==> src/rtl/bus_arbiter.sv <==
// Two-master round-robin arbiter in front of a single memory slave.
// The winning master's request is latched on grant and held stable until the
// slave completes or the per-transaction timeout expires.
module bus_arbiter #(
    parameter int unsigned            ADDR_W    = 32,
    parameter int unsigned            DATA_W    = 32,
    parameter int unsigned            MASK_W    = 4,
    parameter logic [ADDR_W-1:0]      BASE_ADDR = 32'h8000_0000,
    parameter int unsigned            TIMEOUT   = 16
) (
    input  logic              clk,
    input  logic              rst,

    input  logic              ibus_req,
    input  logic              ibus_we,
    input  logic [ADDR_W-1:0] ibus_addr,
    input  logic [DATA_W-1:0] ibus_wdata,
    input  logic [MASK_W-1:0] ibus_mask,
    output logic [DATA_W-1:0] ibus_rdata,
    output logic              ibus_ready,
    output logic              ibus_err,

    input  logic              dbus_req,
    input  logic              dbus_we,
    input  logic [ADDR_W-1:0] dbus_addr,
    input  logic [DATA_W-1:0] dbus_wdata,
    input  logic [MASK_W-1:0] dbus_mask,
    output logic [DATA_W-1:0] dbus_rdata,
    output logic              dbus_ready,
    output logic              dbus_err,

    output logic              mem_req,
    output logic              mem_we,
    output logic [ADDR_W-1:0] mem_addr,
    output logic [DATA_W-1:0] mem_wdata,
    output logic [MASK_W-1:0] mem_mask,
    input  logic [DATA_W-1:0] mem_rdata,
    input  logic              mem_ready,

    output logic              busy
);

    // Counter only needs to reach TIMEOUT-1.
    localparam int unsigned CNT_W = (TIMEOUT > 1) ? $clog2(TIMEOUT) : 1;
    localparam logic [CNT_W-1:0] CNT_LAST = (TIMEOUT > 0) ? CNT_W'(TIMEOUT - 1) : '0;

    typedef enum logic [1:0] {
        StIdle = 2'd0,
        StGntI = 2'd1,
        StGntD = 2'd2
    } state_e;

    state_e           state_q;
    logic             last_d_q;   // 1: data master won last, 0: instruction master
    logic [CNT_W-1:0] cnt_q;
    logic             mem_req_q;

    logic pick_d;
    logic granted;
    logic timed_out;
    logic done;

    // Round-robin tie-break: data wins a tie unless it was the last winner.
    assign pick_d    = dbus_req && (!ibus_req || !last_d_q);
    assign granted   = (state_q == StGntI) || (state_q == StGntD);
    // A slave completion in the timeout cycle wins over the timeout.
    assign timed_out = (TIMEOUT != 0) && granted && (cnt_q == CNT_LAST) && !mem_ready;
    assign done      = granted && (mem_ready || timed_out);

    assign mem_req = mem_req_q;
    assign busy    = mem_req_q;

    // Arbitration FSM, request latch and timeout counter.
    always_ff @(posedge clk) begin
        if (rst) begin
            state_q   <= StIdle;
            last_d_q  <= 1'b0;
            cnt_q     <= '0;
            mem_req_q <= 1'b0;
            mem_we    <= 1'b0;
            mem_addr  <= '0;
            mem_wdata <= '0;
            mem_mask  <= '0;
        end else begin
            unique case (state_q)
                StIdle: begin
                    if (ibus_req || dbus_req) begin
                        state_q   <= pick_d ? StGntD : StGntI;
                        last_d_q  <= pick_d;
                        cnt_q     <= '0;
                        mem_req_q <= 1'b1;
                        mem_we    <= pick_d ? dbus_we : ibus_we;
                        mem_addr  <= (pick_d ? dbus_addr : ibus_addr) - BASE_ADDR;
                        mem_wdata <= pick_d ? dbus_wdata : ibus_wdata;
                        mem_mask  <= pick_d ? dbus_mask : ibus_mask;
                    end
                end
                StGntI, StGntD: begin
                    if (done) begin
                        state_q   <= StIdle;
                        mem_req_q <= 1'b0;
                    end else begin
                        cnt_q <= cnt_q + 1'b1;
                    end
                end
                default: begin
                    state_q   <= StIdle;
                    mem_req_q <= 1'b0;
                end
            endcase
        end
    end

    // Completion steering back to the granted master; suppressed while in reset.
    always_comb begin
        ibus_ready = 1'b0;
        ibus_err   = 1'b0;
        ibus_rdata = '0;
        dbus_ready = 1'b0;
        dbus_err   = 1'b0;
        dbus_rdata = '0;
        if (!rst && done) begin
            if (state_q == StGntI) begin
                ibus_ready = 1'b1;
                ibus_err   = timed_out;
                ibus_rdata = timed_out ? '0 : mem_rdata;
            end else begin
                dbus_ready = 1'b1;
                dbus_err   = timed_out;
                dbus_rdata = timed_out ? '0 : mem_rdata;
            end
        end
    end

endmodule

==> config.mk <==
export PLATFORM = sky130hd
export DESIGN_NAME = bus_arbiter
export DESIGN_NICKNAME = d
export VERILOG_FILES = /design/src/rtl/bus_arbiter.sv
export SDC_FILE = /design/constraint.sdc
export NUM_CORES = 1
export LEC_CHECK = 0
export ABC_CLOCK_PERIOD_IN_PS = 1500
export BUFFER_PORTS_ARGS = -buffer_cell sky130_fd_sc_hd__buf_2
export CORE_AREA = 2 2 122 124
export CTS_CLUSTER_DIAMETER = 80
export DETAILED_ROUTE_END_ITERATION = 10
export DIE_AREA = 0 0 124 126
export GPL_TIMING_DRIVEN = 1
export MAX_ROUTING_LAYER = met4
export SLEW_MARGIN = 20
export SYNTH_ARGS = -nofsm -noshare
export SYNTH_HDL_FRONTEND = slang
export SYNTH_SLANG_ARGS = --single-unit
export TNS_END_PERCENT = 100
==> constraint.sdc <==
create_clock -name clk -period 1.5 [get_ports clk]
set_input_delay 0.225 -clock clk [delete_from_list [all_inputs] [get_ports clk]]
set_output_delay 0.225 -clock clk [all_outputs]
set_load 0.005 [all_outputs]
==> flow_metrics.env, run 1 <==
export IMPL_fin_crit_ns=1.97
export IMPL_synth_most_common_cell="dfxtp_1"
export IMPL_hpwl_um=10800
export IMPL_cts_made_buffers=9
export IMPL_antenna_found_initial=4
export IMPL_ys_ff_latch=77
export IMPL_ff2ff_setup_slack_ns=-0.02
export IMPL_slew_headroom=0.674
export IMPL_synth_top_cell_by_area="dfxtp_1"
export IMPL_clkSinkCount=77
export IMPL_worst_path_buf_inv=3
export IMPL_grt_max_degree=77
export IMPL_die_w_um=124
export IMPL_viasPerCell=4.68
export IMPL_reg2reg_to="mem_mask[0]"
export IMPL_yosys_area_top_type_share=0.387
export IMPL_p_seq_frac=0.325
export IMPL_final_util=0.514
export IMPL_design_area_um2=7360
export IMPL_syn_avg_cell_area_um2=8.89
export IMPL_rsz0062_at_grt="true"
export IMPL_yosys_area_share_simple=0.214
export IMPL_fin_crit_sh=1.31
export IMPL_clk_pin_slew_ns=0.06
export IMPL_pwr_share_clk=0.284
export IMPL_core_um2=14300
export IMPL_hold_start="ibus_addr[31]"
export IMPL_crit_type="register to primary output"
export IMPL_holdPathStages=4
export IMPL_hold_class="input pin to register"
export IMPL_power_leakage_nw=3.73
export IMPL_drive_above_1_share=0.606
export IMPL_async_flop_share=0
export IMPL_synth_nets=626
export IMPL_required_ns=1.27
export IMPL_grt_pass1_vias=4003
export IMPL_synth_edff_count=0
export IMPL_place_ws_ns=-0.142
export IMPL_clockRootBuffer="clkbuf_16"
export IMPL_rows=44
export IMPL_cts_buffer_depth=2
export IMPL_netlist_top_cells_count="77 x dfxtp_1, 73 x nor2_1, 70 x mux2i_1"
export IMPL_io_buffers=313
export IMPL_vias=4628
export IMPL_drt_iter0_drc=133
export IMPL_timing_final_hold_violations=0
export IMPL_maxCapViolCount=0
export IMPL_r2r_cells=8
export IMPL_die_h_um=126
export IMPL_gr_usage_all_layers=0.177
export IMPL_seq_area_frac_synth=0.387
export IMPL_r2r_start="state_q[1]"
export IMPL_fin_total_pwr_w=0.00775
export IMPL_pin_count=314
export IMPL_critPathTopFamily="simple AND/OR/NAND/NOR gates"
export IMPL_totalWireLength_um=16100
export IMPL_ys_types=34
export IMPL_synth_fa_ha_area_frac=0.00943
export IMPL_drt_first_pass_iters=4
export IMPL_end_kind="primary output"
export IMPL_switching_power_w=0.00238
export IMPL_netSwitchingFraction=0.307
export IMPL_clock_fmax_mhz=508
export IMPL_worst_slack_ns=-0.468
export IMPL_cellInternalPower_w=0.00537
export IMPL_outcome="finished with violations"
export IMPL_ant_nets=0
export IMPL_fin_nets=973
export IMPL_max_stage_delay_ns=0.33
export IMPL_grt_overflow_total=0
export IMPL_synth_compound_area_frac=0.159
export IMPL_fin_hold_ws_ns=0.192
export IMPL_cts_max_level=3
export IMPL_hold_end="mem_addr[31]"
export IMPL_cellPowerDensity_nw_per_um2=1050
export IMPL_peakVddDrop_mv=0.552
export IMPL_synth_top_family_by_area="simple AND/OR/NAND/NOR gates"
export IMPL_setup_viol=80
export IMPL_grt_pass1_wl_um=20400
export IMPL_initial_core_util=0.278
export IMPL_fillerInstances=1354
export IMPL_slowest_stage="dfxtp_2"
export IMPL_yosysWarningCount=0
export IMPL_worstPathArrival_ns=1.74
export IMPL_dieArea_um2=15600
export IMPL_synth_area_leaders="dfxtp_1 39%, mux2i_1 18%, a211oi_1 13%, and2_1 10%, nor2_1 6.9%"
export IMPL_worstSkewPairLatency_ns=0.34
export IMPL_synth_mux_area_frac=0.176
export IMPL_worstMarginPinSlew_ns=0.489
export IMPL_placed_area_um2=5960
export IMPL_synthFlopType="dfxtp_1"
export IMPL_wire_per_inst_um=16.3
export IMPL_synth_xor_area_frac=0
export IMPL_crit_chain="inv_2, ha_4, nand2b_4, nor3b_4, buf_12, and2_1, buf_2"
export IMPL_cts_hold_buf=0
export IMPL_cp_start_kind="register"
export IMPL_pwr_share_comb=0.391
export IMPL_area_delta_synth_final_pct=84.9
export IMPL_failed_checks="setup timing"
export IMPL_gp_congestion=0.775
export IMPL_crit_path_max_fanout=32
export IMPL_cts_tree="yes"
export IMPL_netlist_area_um2=3980
export IMPL_drc=0
export IMPL_fin_skew_ns=0.00714
export IMPL_maxSlewViolCount=0
export IMPL_synthCells=448
[layout by cell type, fill, tap and decap left out, types with 3 or more instances in the layout]
master,count
buf_2,303
dfxtp_1,74
mux2i_1,70
nor2_1,64
and2_1,55
a211oi_2,53
clkbuf_16,22
buf_6,22
buf_4,19
a211oi_1,15
buf_12,15
and2_4,10
nor2_2,8
nand2_1,7
a21oi_1,7
diode_2,4
nand2b_1,3
buf_8,3
dfxtp_2,3
[how the worst max path moves through the flow]
stage	startpoint	end	slack [ns]	cells after the start
6_report	state_q[1]	dbus_rdata[17]	-0.47	7
5_1_grt	state_q[1]	dbus_rdata[2]	-0.55	7
3_5_place_dp	state_q[0]	ibus_rdata[22]	-0.14	6
3_3_place_gp	state_q[0]	ibus_rdata[5]	-0.1	6
2_1_floorplan	state_q[0]	dbus_rdata[10]	0.007	6
4_1_cts	state_q[1]	dbus_rdata[2]	-0.49	7
[state kept, by name, indices dropped and copies added, names as in the netlist]
register,count
mem_wdata,32
mem_mask,4
last_d_q,1
mem_addr,32
state_q,2
busy,1
cnt_q,4
mem_we,1
[worst register-to-register path, stage by stage, from the launching register on]
cell	delay, ns
dfxtp_2	0.33
inv_2	0.05
ha_4	0.18
nor2b_4	0.14
buf_6	0.14
clkbuf_16	0.16
buf_6	0.12
clkbuf_16	0.15
a211oi_2	0.17
[per-layer routing]
layer,track usage,up-vias,wire length [um]
li1,-,2289,-
met1,0.179,2114,6220
met2,0.315,202,8330
met3,0.0303,23,1050
met4,0.100,0,496
met5,-,-,0
[power by group through the flow]
stage | clock (W) | sequential (W) | combinational, W
6_report | 0.00220 | 0.00252 | 0.00303
4_1_cts | 0.00227 | 0.00251 | 0.00208
5_1_grt | 0.00235 | 0.00256 | 0.00328
2_1_floorplan | 0 | 0.00258 | 0.00101
3_3_place_gp | 0 | 0.00254 | 0.00203
3_5_place_dp | 0 | 0.00255 | 0.00203
[cell families after synthesis]
group	after synthesis
AO/OA/AOI/OAI	88
adder cells (fa/ha/maj)	3
buffers and inverters	43
flip-flops	77
multiplexers	70
AND/OR/NAND/NOR	167
[final cells by class]
| type | instances | area, um2 | area share |
|---|---|---|---|
| Antenna cell | 4 | 10.0 | 0.00136 |
| Clock buffer | 11 | 243 | 0.0330 |
| Clock inverter | 5 | 60.1 | 0.00816 |
| Inverter | 2 | 7.51 | 0.00102 |
| Multi-Input combinational cell | 330 | 2690 | 0.365 |
| Sequential cell | 77 | 1550 | 0.210 |
| Tap cell | 184 | 230 | 0.0313 |
| Timing Repair Buffer | 375 | 2580 | 0.350 |
[through the flow]
stage | TNS, ns | instances
2_1_floorplan | 0 | 448
3_3_place_gp | -5.07 | 930
3_5_place_dp | -7.18 | 930
4_1_cts | -30.87 | 951
5_1_grt | -38.21 | 988
6_report | -29.73 | 988
[timing repair]
item | in CTS | in global routing
pin swaps | 4 | 49
cloned | 1 | 19
buffers inserted | 4 | 14
gates resized for setup | 11 | 105
setup endpoints to repair | 73 | 120
No activity file was read; power rests on OpenSTA's default activity.
==> run 2: changes to the inputs <==
Settings changed: REMOVE_ABC_BUFFERS from default to 1.
==> run 2 against run 1 <==
- the run still ends with setup timing left
- clock skew grew 0.0021 ns
- routed wire length decreased by 4.6%
- critical path depth up 1
- core utilization rose by 0.35 points
- design area increased by 0.68%
- global-route usage decreased by 1.7 points
- worst setup slack got worse by 0.042 ns
- sequential share of layout area fell by 0.074 points
- non-clock buffer count is 5 lower
- via count decreased by 2.2%
- combinational power decreased by 9.9%
- power down 2.0%
==> flow_metrics.env, run 2 (same netlist as run 1, synthesis figures left out) <==
export IMPL_totalWireLength_um=15400
export IMPL_core_um2=14300
export IMPL_seq_area_um2=1550
export IMPL_p_seq_frac=0.332
export IMPL_reg2reg_to="mem_wdata[7]"
export IMPL_cellInternalPower_w=0.00529
export IMPL_ant_nets=0
export IMPL_wire_per_inst_um=15.7
export IMPL_clkSinkCount=77
export IMPL_grt_pass1_wl_um=18700
export IMPL_clock_fmax_mhz=497
export IMPL_cellPowerDensity_nw_per_um2=1020
export IMPL_crit_path_max_fanout=8
export IMPL_failed_checks="setup timing"
export IMPL_r2r_start="state_q[1]"
export IMPL_fin_crit_ns=2.01
export IMPL_cts_made_buffers=9
export IMPL_hold_class="input pin to register"
export IMPL_slew_headroom=0.705
export IMPL_maxSlewViolCount=0
export IMPL_layout_cells_most_common_list="269 x buf_2, 72 x dfxtp_1, 70 x mux2i_1, 68 x nor2_1, 55 x buf_6"
export IMPL_dieArea_um2=15600
export IMPL_setup_worst_path_start="state_q[1]"
export IMPL_placed_area_um2=5890
export IMPL_worstMarginPinSlew_ns=0.443
export IMPL_worst_slack_ns=-0.510
export IMPL_grt_overflow_total=0
export IMPL_setup_viol=68
export IMPL_drive_above_1_share=0.622
export IMPL_grt_pass1_vias=3790
export IMPL_multiInputGateArea_um2=2640
export IMPL_area_delta_synth_final_pct=86.1
export IMPL_fillerInstances=1328
export IMPL_pin_count=314
export IMPL_fin_crit_sh=1.34
export IMPL_clk_pin_slew_ns=0.06
export IMPL_pwr_share_clk=0.309
export IMPL_required_ns=1.27
export IMPL_end_kind="primary output"
export IMPL_design_area_um2=7410
export IMPL_worstPathArrival_ns=1.79
export IMPL_maxCapViolCount=0
export IMPL_crit_path_end="ibus_rdata[21]"
export IMPL_rows=44
export IMPL_vias=4525
export IMPL_timing_final_hold_violations=0
export IMPL_drc=0
export IMPL_power_leakage_nw=3.72
export IMPL_gp_congestion=0.773
export IMPL_antenna_found_initial=1
export IMPL_io_buffers=313
export IMPL_clockRootBuffer="clkbuf_16"
export IMPL_drt_iter0_drc=113
export IMPL_fin_skew_ns=0.00921
export IMPL_r2r_cells=8
export IMPL_grt_max_degree=77
export IMPL_rsz0062_at_grt="true"
export IMPL_layout_commonest_cell="buf_2"
export IMPL_ff2ff_setup_slack_ns=0.01
export IMPL_hpwl_um=10100
export IMPL_netSwitchingFraction=0.304
export IMPL_die_w_um=124
export IMPL_die_h_um=126
export IMPL_worstSkewPairLatency_ns=0.33
export IMPL_switching_power_w=0.00231
export IMPL_pwr_share_comb=0.359
export IMPL_fin_hold_ws_ns=0.212
export IMPL_drt_first_pass_iters=6
export IMPL_peakVddDrop_mv=0.519
export IMPL_cts_max_level=3
export IMPL_outcome="finished with violations"
export IMPL_cp_start_kind="register"
export IMPL_viasPerCell=4.63
export IMPL_cts_buffer_depth=2
export IMPL_reg_top3="mem_addr: 32 flops, mem_wdata: 32 flops"
export IMPL_fin_setup_tns_ns=-31.85
export IMPL_fin_nets=966
export IMPL_cts_tree="yes"
export IMPL_initial_core_util=0.278
export IMPL_crit_type="register to primary output"
export IMPL_gr_usage_all_layers=0.160
-- run 2: power groups by stage --
stage / clock network, W / registers (W) / logic (W)
6_report: 0.00235 / 0.00252 / 0.00273
2_1_floorplan: 0 / 0.00259 / 0.00102
4_1_cts: 0.00238 / 0.00252 / 0.00198
5_1_grt: 0.00247 / 0.00256 / 0.00295
3_3_place_gp: 0 / 0.00255 / 0.00192
3_5_place_dp: 0 / 0.00255 / 0.00193
-- run 2: worst max-delay path, stage by stage (launching register included) --
cell and delay, ns:
dfxtp_2 0.33, inv_2 0.05, ha_4 0.28, nor2b_4 0.14, and3_4 0.21, buf_12 0.12, buf_16 0.12, and2_4 0.14
buf_6 0.08
-- run 2: final cells by class --
cell class	instances	share of cell area
tap	184	0.0311
antenna	1	0.000338
inverter	2	0.00101
sequential	77	0.209
clock buffer	9	0.0304
clock inverter	7	0.0132
multi-input combinational	328	0.356
timing repair buffer	370	0.359
-- run 2: layer usage --
metal / vias up / track usage / part of all wire
li1: 2258 / - / -
met1: 2044 / 0.172 / 0.40
met2: 209 / 0.299 / 0.51
met3: 14 / 0.0290 / 0.070
met4: 0 / 0.0383 / 0.012
met5: - / - / 0
-- run 2: worst min path at each step --
| stage | end | start | slack [ns] | depth (start not counted) |
|---|---|---|---|---|
| after floorplan | last_d_q | rst | 0.29 | 1 |
| after global placement | mem_addr[31] | mem_addr[31] | 0.45 | 2 |
| after detailed placement | mem_addr[31] | mem_addr[31] | 0.45 | 2 |
| after CTS | last_d_q | dbus_req | 0.21 | 3 |
| after global routing | last_d_q | dbus_req | 0.23 | 3 |
| final | last_d_q | dbus_req | 0.21 | 3 |
-- run 2: stage by stage --
step	setup WS [ns]	std cells	util	total power [W]
after floorplan	-4.37	407	-	0.00360
after global placement	-0.151	931	0.412	0.00447
after detailed placement	-0.173	931	0.412	0.00448
after CTS	-0.484	952	0.445	0.00688
after global routing	-0.574	978	0.518	0.00799
final	-0.510	978	0.518	0.00760
-- run 2: repair_timing --
action | 4_1_cts | 5_1_grt
gates cloned | 2 | 14
hold endpoints to repair | 0 | 0
hold buffers | 0 | 0
pin swaps | 15 | 71
gates resized for setup | 19 | 155
buffers inserted | 3 | 13
setup endpoints to repair | 137 | 126
==> run 3: changes to the inputs <==
Settings changed: ABC_AREA from default to 1, CORE_AREA 2 2 122 124 to 2 2 121 123, DIE_AREA 0 0 124 126 to 0 0 123 125.
==> run 3 against run 2 <==
- the flow still finishes with violations (setup timing)
- largest power group is now registers
- sequential cell count unchanged
- critical endpoint is now dbus_rdata[10]
- register-to-register slack about the same
- via count up 11%
- routed wire length up 1.6%
- core utilization down 7.0 points
- critical path type unchanged
- clock power down 15%
- die area down 1.6%
- power down 14%
==> flow_metrics.env, run 3 <==
export IMPL_grt_util_met3=0.0370
export IMPL_yosysWarningCount=0
export IMPL_clock_fmax_mhz=501
export IMPL_synth_fa_ha_area_frac=0.00978
export IMPL_timing_final_hold_violations=0
export IMPL_grt_pass1_vias=4571
export IMPL_antenna_cells=0
export IMPL_synth_most_common_cell="nand2_1"
export IMPL_grt_pass1_wl_um=22800
export IMPL_die_h_um=125
export IMPL_layout_cells_most_common_list="311 x buf_2, 177 x nand2_1, 73 x dfxtp_1, 69 x a31oi_1, 67 x o21ai_0"
export IMPL_rows=44
export IMPL_synth_compound_area_frac=0.218
export IMPL_fin_setup_tns_ns=-30.61
export IMPL_outcome="finished with violations"
export IMPL_worst_path_buf_inv=5
export IMPL_synth_top_family_by_area="simple AND/OR/NAND/NOR gates"
export IMPL_maxSlewViolCount=0
export IMPL_fin_skew_ns=0.00749
export IMPL_drive_above_1_share=0.490
export IMPL_cts_buffer_depth=2
export IMPL_setup_viol=70
export IMPL_seq_area_frac_synth=0.402
export IMPL_synthCells=572
export IMPL_cts_made_buffers=9
export IMPL_syn_avg_cell_area_um2=6.71
export IMPL_gr_usage_all_layers=0.196
export IMPL_antenna_found_initial=1
export IMPL_peakVddDrop_mv=0.561
export IMPL_grt_overflow_total=0
export IMPL_netlist_top_cells_count="190 x nand2_1, 77 x dfxtp_1, 71 x nor2_1"
export IMPL_core_um2=14200
export IMPL_synth_xor_area_frac=0
export IMPL_slew_headroom=0.736
export IMPL_synth_area_leaders="dfxtp_1 40%, nand2_1 19%, a31oi_1 11%, o21ai_0 8.7%, nor2_1 6.9%"
export IMPL_required_ns=1.27
export IMPL_yosys_area_top_type_share=0.402
export IMPL_cts_tree="yes"
export IMPL_synth_top_cell_by_area="dfxtp_1"
export IMPL_crit_chain="inv_2, ha_4, inv_2, a21oi_2, nand2_2, nor2_4, buf_12, inv_6, nor2_2, buf_2"
export IMPL_area_delta_synth_final_pct=65.9
export IMPL_pin_count=314
export IMPL_critPathTopFamily="buffers and inverters"
export IMPL_netlist_area_um2=3840
export IMPL_hold_class="input pin to register"
export IMPL_synth_mux_area_frac=0
export IMPL_io_buffers=313
export IMPL_worst_slack_ns=-0.495
export IMPL_layout_commonest_cell="buf_2"
export IMPL_drt_first_pass_iters=4
export IMPL_ys_ff_latch=77
export IMPL_worstMarginPinSlew_ns=0.396
export IMPL_die_w_um=123
export IMPL_synth_edff_count=0
export IMPL_drc=0
export IMPL_gp_congestion=0.772
export IMPL_ant_nets=0
export IMPL_cts_max_level=3
export IMPL_fin_crit_sh=1.33
export IMPL_ys_types=26
export IMPL_vias=5002
export IMPL_power_leakage_nw=3.38
export IMPL_viasPerCell=4.62
export IMPL_final_util=0.448
export IMPL_wire_per_inst_um=14.4
export IMPL_dieArea_um2=15400
export IMPL_failed_checks="setup timing"
export IMPL_fin_nets=1071
export IMPL_reg_top3="mem_addr: 32 flops, mem_wdata: 32 flops"
export IMPL_max_stage_delay_ns=0.34
export IMPL_grt_max_degree=46
export IMPL_totalWireLength_um=15600
export IMPL_initial_core_util=0.270
export IMPL_rsz0062_at_grt="true"
export IMPL_crit_path_max_fanout=8
export IMPL_drt_iter0_drc=185
export IMPL_fillerInstances=1498
export IMPL_worstSkewPairLatency_ns=0.33
export IMPL_grt_busiest_layer="met2"
export IMPL_maxCapViolCount=0
export IMPL_clkSinkCount=77
export IMPL_cp_start_kind="register"
export IMPL_synthFlopType="dfxtp_1"
export IMPL_cellPowerDensity_nw_per_um2=1030
export IMPL_crit_top_cell="inv_2"
export IMPL_crit_type="register to primary output"
export IMPL_clk_pin_slew_ns=0.06
export IMPL_slowest_stage="dfxtp_2"
export IMPL_use_met1=0.198
export IMPL_fin_total_pwr_w=0.00656
export IMPL_worstPathArrival_ns=1.77
export IMPL_use_met2=0.377
export IMPL_hpwl_um=11400
export IMPL_yosys_area_share_simple=0.292
export IMPL_async_flop_share=0
export IMPL_fin_crit_ns=1.99
export IMPL_clockRootBuffer="clkbuf_16"
export IMPL_end_kind="primary output"
==> run 3: path summary, 6_finish.rpt <==
kind	slack, ns	end	depth (start not counted)	from
worst min-delay path	0.15	mem_addr[11]	3	dbus_addr[11]
worst max-delay path	-0.49	dbus_rdata[10]	10	state_q[0]
worst max register to register	0	cnt_q[3]	10	state_q[0]
worst min register to register	0.49	last_d_q	2	last_d_q
==> run 3: cell type report <==
class,instances,area [um2],share of cell area
clock inverters,5,36.3,0.00570
multi-input cells,432,2150,0.337
inverters,17,78.8,0.0124
clock buffers,11,233,0.0366
repair buffers,354,2070,0.325
well taps,184,230,0.0362
flip-flops and latches,77,1550,0.243
repair inverters,2,25.0,0.00393
==> run 3: kinds of logic after synthesis <==
| kind of cell | count (synthesis) |
|---|---|
| compound gates | 147 |
| simple gates | 282 |
| buf+inv | 63 |
| flops | 77 |
| fa+ha+maj | 3 |
==> run 3: worst reg2reg max path, delay by kind of cell, from the launching register on <==
family | cells | cell delay, ns
fa+ha+maj | 1 | 0.26
buf+inv | 3 | 0.23
flops | 1 | 0.34
simple gates | 6 | 0.60
==> run 3: metrics by stage <==
step                      cell area, um2  hold WS (ns)  std cells  setup slack [ns]
after CTS                           6210         0.140       1079            -0.505
final                               6360         0.152       1082            -0.495
after global routing                6360         0.152       1082            -0.588
after detailed placement            5780         0.459       1057            -0.328
after floorplan                     3600         0.294        526             -1.92
after global placement              5780         0.454       1057            -0.301
==> run 3: timing repair <==
action | 4_1_cts | 5_1_grt
pin swaps | 1 | 5
setup buffers | 3 | 3
gates cloned | 3 | 1
endpoints found under the setup margin | 70 | 86
gates resized for setup | 32 | 37
hold buffers | 0 | 0
endpoints found under the hold margin | 0 | 0
==> run 3: routing by layer <==
metal | part of all wire | vias up | wire length, um
li1 | - | 2544 | -
met1 | 0.38 | 2213 | 5930
met2 | 0.53 | 224 | 8290
met3 | 0.070 | 21 | 1100
met4 | 0.019 | 0 | 291
met5 | 0 | - | 0
==> run 3: power by group <==
group          internal [W]  leakage [nW]  switching [W]  total [W]
clock network       0.00113         0.122       0.000876    0.00200
logic              0.000973          2.62        0.00107    0.00204
registers           0.00237         0.641       0.000151    0.00252
total               0.00447          3.38        0.00210    0.00656
